[config.mk]
export PLATFORM = sky130hd
export DESIGN_NAME = submodule_stream_arbiter
export DESIGN_NICKNAME = d
export VERILOG_FILES = /design/src/rtl/submodule_stream_arbiter.sv
export SDC_FILE = /design/constraint.sdc
export NUM_CORES = 1
export LEC_CHECK = 0
export ABC_AREA = 1
export CAP_MARGIN = 10
export CELL_PAD_IN_SITES_DETAIL_PLACEMENT = 0
export CELL_PAD_IN_SITES_GLOBAL_PLACEMENT = 2
export CORE_AREA = 10 10 257 259
export CTS_CLUSTER_SIZE = 8
export DETAILED_ROUTE_END_ITERATION = 7
export DIE_AREA = 0 0 267 269
export PLACE_DENSITY = 0.69
export SYNTH_ARGS = -nofsm -noshare
export SYNTH_HDL_FRONTEND = slang
export SYNTH_SLANG_ARGS = --single-unit
[constraint.sdc]
create_clock -name clk -period 2 [get_ports clk]
set_input_delay 0.3 -clock clk [delete_from_list [all_inputs] [get_ports clk]]
set_output_delay 0.3 -clock clk [all_outputs]
set_load 0.01 [all_outputs]
[src/rtl/submodule_stream_arbiter.sv]
// Round-robin arbiter that merges four submodule streams onto one AXI-Stream
// master. Each granted packet is a header beat carrying length and port index,
// followed by len_reg data beats passed straight through from the granted port.
//
// state  | meaning
// -------+-----------------------------------------------------------------
// IDLE   | no packet open; sample requests and pick the next port round-robin
// HEADER | present the header beat, wait for tready
// DATA   | pass granted port's beats through until len_reg beats are moved

module submodule_stream_arbiter #(
    parameter int DATA_WIDTH = 128,
    parameter int NUM_SUB    = 4
) (
    input  logic                          clk,
    input  logic                          reset,
    input  logic [NUM_SUB-1:0]            sub_valid,
    input  logic [NUM_SUB-1:0]            sub_in_progress,
    input  logic [NUM_SUB-1:0]            sub_last,
    input  logic [6*NUM_SUB-1:0]          sub_length,
    input  logic [DATA_WIDTH*NUM_SUB-1:0] sub_data,
    output logic [NUM_SUB-1:0]            sub_ready,
    output logic [DATA_WIDTH-1:0]         M_AXIS_tdata,
    output logic                          M_AXIS_tvalid,
    output logic                          M_AXIS_tlast,
    input  logic                          M_AXIS_tready,
    output logic                          protocol_error,
    output logic [1:0]                    grant_idx
);

    typedef enum logic [1:0] {
        S_IDLE   = 2'd0,
        S_HEADER = 2'd1,
        S_DATA   = 2'd2
    } state_t;

    state_t     state;
    logic [1:0] last_grant;
    logic [5:0] len_reg;
    logic [5:0] beat_cnt;

    logic [1:0]            rr_grant;
    logic                  rr_found;
    logic                  granted_valid;
    logic                  granted_last;
    logic [DATA_WIDTH-1:0] granted_data;
    logic [5:0]            granted_len;
    logic                  final_beat;
    logic                  data_xfer;
    logic [DATA_WIDTH-1:0] header_word;

    // In-progress flags are observed by integrators only; the arbiter does not act on them.
    logic unused_inputs;
    assign unused_inputs = ^sub_in_progress;

    assign granted_valid = sub_valid[grant_idx];
    assign granted_last  = sub_last[grant_idx];
    assign granted_data  = sub_data[DATA_WIDTH*grant_idx +: DATA_WIDTH];
    assign granted_len   = sub_length[6*rr_grant +: 6];
    assign final_beat    = (beat_cnt == len_reg - 6'd1);
    assign data_xfer     = granted_valid & M_AXIS_tready;

    // Round-robin search: first requester after last_grant, wrapping back to last_grant itself.
    always_comb begin : rr_search
        logic [1:0] idx;
        idx      = '0;
        rr_grant = last_grant;
        rr_found = 1'b0;
        for (int k = 1; k <= 4; k++) begin
            idx = last_grant + 2'(k);
            if (!rr_found && sub_valid[idx]) begin
                rr_grant = idx;
                rr_found = 1'b1;
            end
        end
    end

    // Header layout: length in [5:0], port in [9:8], 0xA marker in [15:12].
    always_comb begin
        header_word        = '0;
        header_word[5:0]   = len_reg;
        header_word[9:8]   = grant_idx;
        header_word[15:12] = 4'hA;
    end

    // Stream outputs are decoded from the registered state so reset clears them at once.
    always_comb begin
        M_AXIS_tvalid = 1'b0;
        M_AXIS_tlast  = 1'b0;
        M_AXIS_tdata  = '0;
        sub_ready     = '0;
        case (state)
            S_HEADER: begin
                M_AXIS_tvalid = 1'b1;
                M_AXIS_tdata  = header_word;
                M_AXIS_tlast  = (len_reg == 6'd0);
            end
            S_DATA: begin
                M_AXIS_tvalid        = granted_valid;
                M_AXIS_tdata         = granted_data;
                M_AXIS_tlast         = final_beat;
                sub_ready[grant_idx] = M_AXIS_tready;
            end
            default: ;
        endcase
    end

    // Packet sequencing; length comes from len_reg, sub_last is only cross-checked.
    always_ff @(posedge clk or posedge reset) begin
        if (reset) begin
            state          <= S_IDLE;
            last_grant     <= 2'd3;
            grant_idx      <= 2'd0;
            len_reg        <= 6'd0;
            beat_cnt       <= 6'd0;
            protocol_error <= 1'b0;
        end else begin
            case (state)
                S_IDLE: begin
                    if (|sub_valid) begin
                        grant_idx <= rr_grant;
                        len_reg   <= granted_len;
                        beat_cnt  <= 6'd0;
                        state     <= S_HEADER;
                    end
                end
                S_HEADER: begin
                    if (M_AXIS_tready) begin
                        if (len_reg == 6'd0) begin
                            last_grant <= grant_idx;
                            state      <= S_IDLE;
                        end else begin
                            state <= S_DATA;
                        end
                    end
                end
                S_DATA: begin
                    if (data_xfer) begin
                        if (granted_last != final_beat) begin
                            protocol_error <= 1'b1;
                        end
                        if (final_beat) begin
                            last_grant <= grant_idx;
                            beat_cnt   <= 6'd0;
                            state      <= S_IDLE;
                        end else begin
                            beat_cnt <= beat_cnt + 6'd1;
                        end
                    end
                end
                default: state <= S_IDLE;
            endcase
        end
    end

endmodule
# Word level (Yosys, flattened, before mapping)
# Cells that the tools add are included.
# word_totals
elab_cells	88
out_inout_bits	137
memories	0
latch_bits	0
reg_bits	19
ram_bits	0
mem_bits_ro	0
input_bits	551
# op_classes
n_lt_le_gt_ge	6
n_reduce_logical	17
n_eq_ne	9
addsub	5
shift	2
n_bitwise	2
mul	1
div_mod_pow	0
muxes	40
# op_table
op	n
$shiftx 512x10->128	1
$pmux 128 s2	1
$mux 2	13
$shiftx 24x6->6	1
$mux 6	3
$lt 2x3->1 const B	5
$bmux 1 s2	6
$pmux 6 s2	1
$mux 1	10
$ne 2x2->1 const B	5
$add 6x1->6 const B	1
$eq 6x6->1	1
$logic_not 6->1	1
$pmux 2 s3	1
$reduce_and 3->1	2
$sub 6x1->6 const B	1
$reduce_and 5->1	1
$add 2x2->2 const B	2
$and 4x4->4	1
$logic_and 1x1->1	4
$mul 2x2->4 const A	1
$mux 4	1
$pmux 1 s2	2
$pmux 2 s2	1
other kinds (13)	16

# Longest topological paths before layout
# depth
depth_word	15
depth_mapped	14

# Least setup slack after synthesis
# No wires, ideal clock.
# synth_timing
kind	reg-to-output
from	reg state[0]
to	out M_AXIS_tdata[100]
stages_incl_launch_ff	7
arrival_time_ns	1.595
slack_ns	0.105
required_time_ns	1.700
path_buffers	2
cell_sequence	dfrtp_1 inv_1 ha_1 nand2_1 clkbuf_1 clkbuf_1 a21oi_1
# synth_between
elab_chain_cells	2
elab_cells_between_ends	3
classes_between	eq/ne: 2; mux: 1
# synth_rtl
element	line_no	text
start: declaration	37	state_t state;
start signal: assignment	111	state <= S_IDLE;
start signal: assignment	124	state <= S_HEADER;
start signal: assignment	131	state <= S_IDLE;
$eq 2x2->1 / $eq 2x1->1 (equally long branches)	92	case (state)
$pmux 128 s2 *	92	
end: declaration	23	output logic [DATA_WIDTH-1:0] M_AXIS_tdata,
# Mark *: on every way between the ends. The rest lies on a longest branch, timed or not.

# Worst setup path after layout
# layout_timing
from	reg grant_idx[0]
to	out M_AXIS_tdata[94]
# layout_between
elab_chain_cells	2
# layout_rtl
element	line_no	text
start: declaration	28	output logic [1:0] grant_idx
start signal: assignment	121	grant_idx <= rr_grant;
$shiftx 512x10->128	58	assign granted_data = sub_data[DATA_WIDTH*grant_idx +: DATA_WIDTH];
$pmux 128 s2	92	
# No other way between the ends.

==> impl_metrics.env <==
export IMPL_setup_violations=138
export IMPL_drive_above_1_share_pct=41.0
export IMPL_pwr_density_cell_nw_per_um2=1180
export IMPL_fin_skew_ns=0.00546
export IMPL_clk_latency_ns=0.25
export IMPL_report_power_total_mw=19.1
export IMPL_drv_slew=0
export IMPL_hpwlAfterDp_mm=45.9
export IMPL_core_area_sq_um=61000
export IMPL_dieArea_sq_um=71800
export IMPL_worstSetupPathType="register to output port"
export IMPL_synth_edff_count=0
export IMPL_place_port_buffers=683
export IMPL_outcome="finished, violations left"
export IMPL_drv_cap=0
export IMPL_grt_overflow_total=0
export IMPL_ios=688
export IMPL_antenna_found_initial=11
export IMPL_irDropWorstVdd_mv=0.538
export IMPL_synth_area_sq_um=4750
export IMPL_viasPerCell=4.18
export IMPL_worst_setup_path_end_kind="output port"
export IMPL_seqCellArea_sq_um=480
export IMPL_finalCritPeriodShare_pct=113
export IMPL_drc=0
export IMPL_hp_class="input port to asynchronous set/reset pin"
export IMPL_die_w_um=267
export IMPL_p_leak_nw=6.37
export IMPL_synth_seq_cells=19
export IMPL_finalCriticalPeriod_ns=2.26
export IMPL_cts_tree="built"
export IMPL_max_freq_ghz=0.443
export IMPL_htreeDepth=1
export IMPL_ys_warn_count=0
export IMPL_vias=10000
export IMPL_drtPass1Iterations=5
export IMPL_fin_nets=2160
export IMPL_hold_viol_final=0
export IMPL_drt_wl_total_mm=61.6
export IMPL_globalplace_congestion=0.897
export IMPL_yosysMostFrequentCell="a22oi_1"
export IMPL_synth_flop_cell="dfrtp_1"
export IMPL_netlist_area_leader_share_pct=38.3
export IMPL_rsz0062_at_grt="yes"
export IMPL_area_delta_synth_final_pct=240
export IMPL_start_util_pct=7.78
export IMPL_clock_sinks=19
export IMPL_yosys_area_top_type="a22oi_1"
export IMPL_path_max_fanout=7
export IMPL_grt_pass1_wl_mm=74.4
export IMPL_tightestPinTransition_ns=0.410
export IMPL_max_clock_path_buffers=2
export IMPL_drt_iter0_drc=466
export IMPL_drtAntennaViolNets=0
export IMPL_yosysUniqueCellTypes=37
export IMPL_grt_pass1_vias=10200
export IMPL_worst_setup_path_start_kind="register"
export IMPL_multi_input_area_sq_um=5020
export IMPL_placementRows=91
export IMPL_synthTopCellsByArea="a22oi_1 (38%), a21oi_1 (13%), dfrtp_1 (9.0%)"
export IMPL_final_core_util_pct=26.5
export IMPL_relSlewSlack_pct=72.7
export IMPL_path_clk_slew_ns=0.06
export IMPL_routedWlPerCell_um=25.7
export IMPL_final_fill_count=6670
export IMPL_setup_ws_ns=-0.255
export IMPL_rr_worst_depth=15
export IMPL_numCtsBuffers=3
export IMPL_synth_seq_area_share_pct=10.1
export IMPL_ys_async_sr_fraction_pct=100
export IMPL_synth_commonest_cells="a22oi_1 (242), a21oi_1 (121), nand2_1 (93)"
export IMPL_cts_root_buf="clkbuf_16"
export IMPL_synth_avg_cell_area_sq_um=6.44
export IMPL_critical_path_arrival_ns=1.96
export IMPL_grt_use_total_pct=14.1
export IMPL_die_h_um=269
export IMPL_grt_max_degree=30
export IMPL_required_ns=1.70
export IMPL_violations="setup timing"
export IMPL_synth_fp_nets=1294
export IMPL_synthCells=738
==> metal layers <==
layer,global-route usage [%],part of all wire (%)
met4,4.07,2.9
met3,4.49,8.3
met2,25.1,50
met5,0,0.12
met1,15.9,39
==> worst paths after layout <==
| check | slack [ns] | startpoint | endpoint |
|---|---|---|---|
| worst min register to register | 0.49 | protocol_error | protocol_error |
| max in group asynchronous | 1.30 | reset | last_grant[0] |
| worst max register to register | -0.23 | grant_idx[0] | beat_cnt[4] |
| min in group clk | 0.49 | protocol_error | protocol_error |
| worst min-delay path | 0.41 | reset | len_reg[0] |
| worst max-delay path | -0.26 | grant_idx[0] | M_AXIS_tdata[94] |
==> cells by family (layout without fill, tap and decap cells) <==
logic type      count (synthesis)  after routing  share of synthesized area (%)
fa+ha+maj                       5              5                           1.32
buf+inv                       115            980                           10.5
xor+xnor                       11             11                           2.32
compound gates                402            402                           56.8
simple gates                  186            186                           18.9
other cells                     0              3                              0
flops                          19             19                           10.1
==> critical path, stage by stage, from the launching register on <==
cell and delay [ns]:
dfrtp_2 0.43, buf_6 0.14, nor2_4 0.13, buf_12 0.16
buf_4 0.15, clkbuf_16 0.17, a22oi_1 0.09, a21oi_2 0.17
buf_4 0.15, buf_4 0.11
==> repair_timing <==
action | 4_1_cts | 5_1_grt
setup endpoints to repair | 144 | 151
endpoints found under the hold margin | 0 | 0
setup buffers | 23 | 54
pin swaps | 28 | 150
cloned | 10 | 19
resized for setup | 445 | 460
hold buffers | 0 | 0
==> through the flow <==
step / hold slack (ns) / cells / setup slack [ns] / area, sq um / TNS [ns]
floorplan: 0.250 / 738 / 0.105 / 4750 / 0
global placement: 0.485 / 2283 / -0.408 / 13600 / -37.06
detailed placement: 0.481 / 2283 / -0.425 / 13600 / -40.75
CTS: 0.419 / 2320 / -0.328 / 14300 / -28.10
global route: 0.445 / 2395 / -0.354 / 16200 / -33.33
finish: 0.411 / 2396 / -0.255 / 16200 / -21.45
==> report_power, final <==
part	total (mW)	internal [mW]	switching [mW]	leakage (nW)
clock	0.427	0.269	0.158	0.0409
sequential	0.714	0.554	0.160	0.235
combinational	17.9	9.20	8.72	6.10
==> final cells by class <==
class,count,area share (%)
clock buffer,3,0.465
clock inverter,1,0.0310
inverter,41,1.06
timing repair inverter,1,0.0465
tap,790,6.12
antenna,3,0.0465
multi-input combinational,604,31.1
sequential,19,2.97
timing repair buffer,934,58.2
==> layout by cell type (no fill, tap or decap), types with 5 or more instances in the layout <==
cell type and instances:
a21oi_1 87, a21oi_2 33, a221oi_2 6, a22o_1 5, a22oi_1 98, a22oi_2 144
buf_12 33, buf_16 13, buf_2 116, buf_4 140, buf_6 38, buf_8 23
clkbuf_16 18, clkdlybuf4s50_1 549, dfrtp_1 15, inv_1 28, inv_2 7, inv_4 5
nand2_1 75, nand2_2 18, nand2_4 12, nand3_1 31, nand3_2 14, nand3b_1 9
nor2_1 8, nor2_4 5, o22ai_1 7, xor2_1 5
(Power assumes the default switching activity.)
==> edit, RTL diff (same flow settings) <==
The parameter `DATA_WIDTH` goes from 128 to 136.
--- a/src/rtl/submodule_stream_arbiter.sv
+++ b/src/rtl/submodule_stream_arbiter.sv
@@ -9,7 +9,7 @@
 // DATA   | pass granted port's beats through until len_reg beats are moved
 
 module submodule_stream_arbiter #(
-    parameter int DATA_WIDTH = 128,
+    parameter int DATA_WIDTH = 136,
     parameter int NUM_SUB    = 4
 ) (
     input  logic                          clk,
Interface: changed (resized M_AXIS_tdata and sub_data); port bits go from 688 to 728. The function was not compared with the original's and may differ.
==> edit against the original RTL <==
  * The run still ends with negative setup slack left
  * Clock skew rose by 1.7 ps
  * First-iteration DRC count rose by 55%
  * Largest cell class unchanged
  * Routed wire length rose by 12%
  * Total power fell by 8.6%
  * Cell area fell by 0.81%
  * Setup slack got worse by 83 ps
  * Synthesized area rose by 13%
  * Die area did not move
  * Via count rose by 9.7%
  * Critical path type unchanged
  * Largest power group unchanged
  * Sequential cell count did not move
  * Non-clock buffer count fell by 10
==> edit: results (changes against the original RTL) <==
[synth]
synth_adder_area_share = 0.0117  ; -0.00151
synth.area.top_cells = a22oi_1 18%, nand3_1 17%, a31oi_1 15%
yosysSeqAreaShare = 0.0891  ; -0.0116
ys_types = 33  ; -11%
synth_compound_area_frac = 0.387  ; -0.182
synth.avg_cell_area_um2 = 5.81  ; -9.8%
synth_top_area_share = 0.179  ; -0.203
synth_nets = 1512  ; +17%

[final_layout]
fin_cells = 2563  ; +7.0%
drive_gt1_frac = 0.271  ; -0.140
nFillCells = 6767  ; +1.5%
area_delta_synth_final_pct = 199

[setup_path]
reg2reg_from = grant_idx[0]
cp-startpoint = state[0]
ff2ff_path_depth = 10  ; -5
crit_end = M_AXIS_tdata[67]
crit_fanout = 78  ; +71
cp.arrival_ps = 2040  ; +80 ps
crit_path_top_delay_cell = dfrtp_1
r2r-end = state[1]
slowest_delay_ps = 390  ; -40 ps

[place]
gp_congestion = 0.897  ; about the same
dp_cells = 2478  ; +8.5%
place_area_um2 = 14600  ; +7.0%
numPortBuffers = 723  ; +5.9%
place_worst_setup_slack_ps = -563  ; -138 ps
dp_hpwl_mm = 56.8  ; +24%

[global_routing]
first_global_vias = 11200  ; +9.9%
grt_first_pass_wirelength_mm = 87.9  ; +18%
grt_max_degree = 79  ; +160%
grt_use_total = 0.170  ; +0.0285
met2_usage = 0.301  ; +0.0500
antenna_found_initial = 49  ; +38

[run_status]
status = finished, violations left
violations = negative setup slack

[timing]
post-route-worst-setup-slack_ps = -338  ; -83.4 ps
tns_ps = -29020  ; -7570 ps
finalSetupViolations = 139  ; +0.72%
max_slew_margin = 0.579  ; -0.148

[cts]
cts_setup_buffers = 10  ; -57%
cts_resized = 307  ; -31%

[power]
total_power_uw = 17400  ; -8.6%
p_seq_uw = 734  ; +3%
ir_drop_v = 0.000413  ; -23%
leakagePower_uw = 0.00651  ; +2.2%

[detailed_routing]
drt-pass1-iter-count = 6  ; +1
wl_met2_mm = 34.7  ; +13%
routed-wl-met3_mm = 6.91  ; +35%
wl_met1_mm = 25.7  ; +7.3%
viasPerCell = 4.29  ; +2.6%
avgRoutedWirePerCell_um = 26.8  ; +4.3%

## edit: cell types whose count changed after synthesis, moves of 15 or more
cell,delta
a31oi_1,+124
a22oi_1,-114
clkbuf_1,+36
a21oi_1,-115
buf_2,-15
nand2_1,+108
nand3_1,+134
inv_1,+19
## edit: kinds of logic (layout without fill, tap and decap cells)
| kind of cell | Yosys count | in the layout |
|---|---|---|
| buffers and inverters | 154 | 986 |
| AOI/OAI and AO/OA | 302 | 302 |
| adders and majority gates | 5 | 5 |
| other | 0 | 17 |
| DFF | 19 | 19 |
| and+or+nand+nor | 434 | 434 |
| xor gates and xnor gates | 10 | 10 |
## edit: layout make-up
| class | instances | share of cell area |
|---|---|---|
| Timing Repair Buffer | 924 | 0.579 |
| Multi-Input combinational cell | 751 | 0.307 |
| Tap cell | 790 | 0.0617 |
| Sequential cell | 19 | 0.0303 |
| Inverter | 58 | 0.0144 |
| Clock buffer | 3 | 0.00468 |
| Antenna cell | 17 | 0.00265 |
| Clock inverter | 1 | 0.000312 |
